===== config.mk =====
export PLATFORM = sky130hd
export DESIGN_NAME = axi_mem_master_bridge
export DESIGN_NICKNAME = d
export VERILOG_FILES = /design/src/rtl/axi_mem_master_bridge.sv
export SDC_FILE = /design/constraint.sdc
export NUM_CORES = 1
export LEC_CHECK = 0
export ABC_CLOCK_PERIOD_IN_PS = 1900
export BUFFER_PORTS_ARGS = -buffer_cell sky130_fd_sc_hd__buf_2
export CAP_MARGIN = 25
export CORE_AREA = 2 2 191 193
export DETAILED_ROUTE_END_ITERATION = 10
export DIE_AREA = 0 0 193 195
export PLACE_DENSITY_LB_ADDON = 0.2
export SYNTH_ARGS = -nofsm -noshare
export SYNTH_HDL_FRONTEND = slang
export SYNTH_SLANG_ARGS = --single-unit

===== constraint.sdc =====
create_clock -name clk -period 1.9 [get_ports clk]
set_input_delay 0.19 -clock clk [delete_from_list [all_inputs] [get_ports clk]]
set_output_delay 0.19 -clock clk [all_outputs]
set_load 0.01 [all_outputs]

===== src/rtl/axi_mem_master_bridge.sv =====
// Single-beat core memory request to AXI master bridge.
// One transaction outstanding; response held until the core takes it.
package axi_mem_pkg;
  localparam int AW = 64;
  localparam int DW = 64;

  typedef struct packed {
    logic [AW-1:0] araddr;
    logic [2:0]    arport;
    logic          arvalid;
    logic          rready;
  } axi_mr_t;

  typedef struct packed {
    logic [AW-1:0]   awaddr;
    logic [2:0]      awport;
    logic            awvalid;
    logic [DW-1:0]   wdata;
    logic            wvalid;
    logic [DW/8-1:0] wstrb;
    logic            bready;
  } axi_mw_t;

  typedef struct packed {
    logic          arready;
    logic [DW-1:0] rdata;
    logic [1:0]    rresp;
    logic          rvalid;
  } axi_sr_t;

  typedef struct packed {
    logic       awready;
    logic       wready;
    logic [1:0] bresp;
    logic       bvalid;
  } axi_sw_t;
endpackage

module axi_mem_master_bridge
  import axi_mem_pkg::*;
#(
  parameter int ADDR_WIDTH = AW,
  parameter int DATA_WIDTH = DW
) (
  input  logic                    clk,
  input  logic                    rstn,
  input  logic                    req_valid,
  output logic                    req_ready,
  input  logic                    req_we,
  input  logic [ADDR_WIDTH-1:0]   req_addr,
  input  logic [2:0]              req_port,
  input  logic [DATA_WIDTH-1:0]   req_wdata,
  input  logic [DATA_WIDTH/8-1:0] req_wstrb,
  output logic                    resp_valid,
  input  logic                    resp_ready,
  output logic [DATA_WIDTH-1:0]   resp_rdata,
  output logic [1:0]              resp_code,
  output logic                    resp_err,
  output axi_mr_t                 Mr,
  output axi_mw_t                 Mw,
  input  axi_sr_t                 Sr,
  input  axi_sw_t                 Sw
);

  typedef enum logic [2:0] {
    IDLE, AR, R, AWW, B, RESP
  } state_t;

  state_t state, state_n;

  logic [ADDR_WIDTH-1:0]   addr_q;
  logic [2:0]              port_q;
  logic [DATA_WIDTH-1:0]   wdata_q;
  logic [DATA_WIDTH/8-1:0] wstrb_q;
  logic [DATA_WIDTH-1:0]   rdata_q;
  logic [1:0]              code_q;
  logic                    aw_done;
  logic                    w_done;
  logic                    aw_ok;
  logic                    w_ok;

  always_ff @(posedge clk or negedge rstn) begin
    if (!rstn) state <= IDLE;
    else       state <= state_n;
  end

  always_comb begin
    state_n = state;
    aw_ok   = aw_done | Sw.awready;
    w_ok    = w_done | Sw.wready;
    unique case (state)
      IDLE: if (req_valid) state_n = req_we ? AWW : AR;
      AR:   if (Sr.arready) state_n = R;
      R:    if (Sr.rvalid) state_n = RESP;
      AWW:  if (aw_ok && w_ok) state_n = B;
      B:    if (Sw.bvalid) state_n = RESP;
      RESP: if (resp_ready) state_n = IDLE;
      default: state_n = IDLE;
    endcase
  end

  always_ff @(posedge clk or negedge rstn) begin
    if (!rstn) begin
      addr_q  <= '0;
      port_q  <= '0;
      wdata_q <= '0;
      wstrb_q <= '0;
      rdata_q <= '0;
      code_q  <= '0;
      aw_done <= 1'b0;
      w_done  <= 1'b0;
    end else begin
      if (state == IDLE && req_valid) begin
        addr_q  <= req_addr;
        port_q  <= req_port;
        wdata_q <= req_wdata;
        wstrb_q <= req_wstrb;
        aw_done <= 1'b0;
        w_done  <= 1'b0;
      end
      // each write channel retires on its own handshake
      if (state == AWW) begin
        if (Sw.awready) aw_done <= 1'b1;
        if (Sw.wready)  w_done  <= 1'b1;
      end
      if (state == R && Sr.rvalid) begin
        rdata_q <= Sr.rdata;
        code_q  <= Sr.rresp;
      end
      if (state == B && Sw.bvalid) begin
        rdata_q <= '0;
        code_q  <= Sw.bresp;
      end
    end
  end

  always_comb begin
    Mr         = '0;
    Mr.araddr  = addr_q;
    Mr.arport  = port_q;
    Mr.arvalid = (state == AR);
    Mr.rready  = (state == R);
    Mw         = '0;
    Mw.awaddr  = addr_q;
    Mw.awport  = port_q;
    Mw.awvalid = (state == AWW) && !aw_done;
    Mw.wdata   = wdata_q;
    Mw.wstrb   = wstrb_q;
    Mw.wvalid  = (state == AWW) && !w_done;
    Mw.bready  = (state == B);
  end

  assign req_ready  = (state == IDLE);
  assign resp_valid = (state == RESP);
  assign resp_rdata = rdata_q;
  assign resp_code  = code_q;
  assign resp_err   = |code_q;

endmodule


* Word-level counts from Yosys, hierarchy flattened
Cells that the tools add are included.
Word-level totals: output and inout bits 280, word-level logic and storage cells 52, register bits after elaboration 210
Cells by class: muxes and demuxes 18, reductions and logical operators 12, bitwise gates (word level) 2, equal/unequal tests 11
Operators by type and width (number):
- $mux 64 | 2
- $mux 3 | 6
- $pmux 3 s6 | 1
- $ne 2x1->1 const B | 4
- $eq 3x2->1 const B | 2
- $eq 3x3->1 const B | 2
- $logic_and 1x1->1 | 6
- $mux 1 | 6
- $mux 2 | 3
- $reduce_and 6->1 | 1
- $ne 2x2->1 const B | 2
- $eq 3x1->1 const B | 1
- $logic_not 3->1 | 1
- $logic_not 1->1 | 2
- $or 1x1->1 | 2
- $reduce_bool 2->1 | 1
- $reduce_or 2->1 | 1

* Longest topological paths before layout
depth in word-level cells 5, depth in mapped cells 7

* Worst setup path before layout
OpenSTA, ideal clock, no wires.
path kind reg2reg, from register state[1], to register addr_q[0], required time 1.775 ns, setup time 0.125 ns, stages on the path, launching flop included 8, arrival 1.576 ns, slack 0.199 ns, path buffers 4, period minus slack after synthesis 1.701 ns, cells stage by stage dfrtp_1 > buf_6 > nor3_4 > and2_4 > buf_6 > buf_12 > buf_12 > mux2_4
Between the ends: cells in the longest elaborated chain, start to end 2
RTL lines:
- from (decl) | line 69 | state_t state, state_n;
- from (signal assigned) | line 84 | else state <= state_n;
- $logic_not 3->1
- net req_ready | line 48 | output logic req_ready,
- $logic_and 1x1->1 | line 113 | if (state == IDLE && req_valid) begin
- to (signal assigned) | line 114 | addr_q <= req_addr;
- to (decl) | line 71 | logic [ADDR_WIDTH-1:0] addr_q;
The timed path passes the listed nets, and every way through them passes these cells. A chain may end at the register's enable or synchronous reset.

* Final worst setup path
from register state[1], to output port resp_valid
Between the ends: cells in the longest elaborated chain, start to end 1
RTL lines:
- $eq 3x3->1 | line 154 | assign resp_valid = (state == RESP);
- to (decl) | line 54 | output logic resp_valid,
No other way between the ends.

==> impl_metrics.json <==
{
  "async_reset_ff_share_pct": 100,
  "min_period_over_period_pct": 95.0,
  "setup_viol": 0,
  "cts_tree": "done",
  "portBuffers": 496,
  "final_nets": 1437,
  "finalHoldViolCount": 0,
  "final_area_sq_um": 14500,
  "wl_per_cell_um": 15.9,
  "start_util_pct": 25.3,
  "drt-pass1-iter-count": 4,
  "fillers": 3348,
  "synth_area_per_cell_sq_um": 16.1,
  "dp_hpwl_mm": 19.0,
  "use_met1_pct": 15.7,
  "use_met3_pct": 2.98,
  "power.leakage_uw": 0.00738,
  "critPathKind": "register to output pin",
  "holdPathStages": 4,
  "synthDistinctLibCells": 36,
  "clock_latency_ns": 0.51,
  "irDropWorstVdd_uv": 963,
  "layout_common_cells": "buf_2 (495), dlygate4sd3_1 (213), dfrtp_1 (210)",
  "route.detailed.drc": 0,
  "setup.worst_path.end_class": "output pin",
  "r2r_start": "state[2]",
  "grt-ovfl-total": 0,
  "synth_nets": 773,
  "ioPinCount": 497,
  "routed_wl_mm": 27.0,
  "grt_pass1_wl_mm": 40.5,
  "critPathLaunchType": "register",
  "cts_made_buffers": 24,
  "synth-seq-cells": 210,
  "grt_start_max_net_pins": 67,
  "ys.warnings.count": 0,
  "clockBufferDepth": 3,
  "clk_root_buffer_cell": "clkbuf_16",
  "multi_input_comb_area_sq_um": 2860,
  "rsz0062_at_grt": "true",
  "place_congestion": 0.759,
  "dieArea_sq_um": 37600,
  "htreeDepth": 1,
  "whs_ns": 0.146,
  "power.total_uw": 22700,
  "grt_pass1_vias": 7351,
  "period_needed_ns": 1.80,
  "final_common_cell": "buf_2",
  "clock_sinks": 210,
  "n_antenna_cell": 0,
  "clock.fmax_mhz": 554,
  "reg2regPathDepth": 5,
  "core-area_sq_um": 35400,
  "grt.total_usage_pct": 13.5,
  "synth_flop_cell": "dfrtp_1",
  "worstPathArrival_ns": 1.61,
  "powerDensity_nw_per_um2": 1570,
  "place_area_sq_um": 11500,
  "die_w_um": 193,
  "num_vias": 6945,
  "crit_start": "state[1]",
  "drive_gt1_share_pct": 58.0,
  "hp-class": "primary input to register",
  "die_h_um": 195,
  "worst-path-max-fanout": 8,
  "status": "completed",
  "report.final.slew_viol_count": 0,
  "syn_to_final_growth_pct": 61.5,
  "antenna_found_initial": 0,
  "synth_edf_count": 0,
  "ys_seq_area_share_pct": 58.6,
  "worstMarginPinSlew_ns": 0.448,
  "synth_area_sq_um": 8960,
  "skew_ns": 0.00777,
  "detail_route.vias_per_cell": 4.09,
  "seqCellArea_sq_um": 5260,
  "met2_usage_pct": 24.9,
  "hold_path.startpoint": "Sr[67]",
  "drt_iter0_drc": 132,
  "slew_headroom_pct": 70.1,
  "rows": 69,
  "postRouteAntennaNets": 0,
  "path_clk_slew_ns": 0.06,
  "place_inst": 1439,
  "layout.cells.non_filler": 1698,
  "drv_cap": 0,
  "busiest_layer": "met2",
  "required_ns": 1.71,
  "postSynthCellCount": 556
}
-- stage by stage --
| stage | utilization, % | TNS [ns] | worst slack, ns |
|---|---|---|---|
| final | 40.9 | 0 | 0.0959 |
| after global routing | 40.9 | -0.0201 | -0.0198 |
| after CTS | 40.8 | 0 | 0.00268 |
| after detailed placement | 32.5 | 0 | 0.211 |
| after global placement | 32.5 | 0 | 0.231 |
| after floorplan | - | 0 | 0.199 |
-- cells in the mapped netlist (all sizes together), types with 2 or more instances --
cell,count,area share (%)
a22o,66,6.4
and3,2,0.14
nor3,2,0.24
nor2,5,0.21
buf,94,9.4
a21oi,5,0.28
a21o,2,0.17
and2,2,0.17
mux2,140,22
dfrtp,210,59
clkbuf,7,0.29
nor3b,2,0.17
inv,3,0.13
-- metal layers --
layer  wire [um]  up-vias  part of all wire, %
met4         516        0                  1.9
met2       13700      322                   51
li1            -     3252                    -
met1       10700     3337                   40
met5           0        -                    0
met3        2070       34                  7.6
-- sequential cells by signal, summed over array words and instances, names as in the netlist --
name        cells
port_q          3
addr_q         64
w_done          1
resp_code       2
resp_rdata     64
wdata_q        64
state           3
aw_done         1
wstrb_q         8
-- final timing paths --
check | to | slack (ns)
worst min register to register | resp_rdata[48] | 0.50
worst max-delay path | resp_valid | 0.1
worst min-delay path | state[0] | 0.15
worst max register to register | resp_rdata[44] | 0.12
max in group asynchronous | addr_q[3] | 1.03
min in group asynchronous | resp_rdata[57] | 0.19
-- layout make-up --
class | count | area share [%]
Multi-Input combinational cell | 242 | 19.7
Timing Repair Buffer | 739 | 34.4
Sequential cell | 210 | 36.3
Clock buffer | 37 | 5.26
Clock inverter | 6 | 0.233
Inverter | 3 | 0.0778
Tap cell | 461 | 3.99
-- worst max-delay path: stages (launching register included) --
cell     delay, ns
dfrtp_1       0.41
buf_4         0.18
inv_1         0.19
and3_1        0.19
buf_2         0.13
-- what timing repair did --
| action | in CTS | in global routing |
|---|---|---|
| hold buffers | 213 | 0 |
| pin swaps | 0 | 1 |
| setup endpoints to repair | 1 | 3 |
| resized for setup | 1 | 3 |
| buffers inserted | 0 | 3 |
| hold endpoints to repair | 250 | 0 |
-- report_power, final --
group | total (uW) | internal, uW | switching, uW | leakage, uW
combinational | 10100 | 5580 | 4490 | 0.00443
clock | 4550 | 2740 | 1810 | 0.000400
sequential | 8120 | 6650 | 1470 | 0.00255
total | 22700 | 15000 | 7770 | 0.00738
-- cell families after synthesis --
logic type	share of synthesized area [%]
DFF	58.6
muxes	22.4
buffers and inverters	9.87
AOI/OAI and AO/OA	7.38
and+or+nand+nor	1.69
Power figures use the tool's default switching activity.
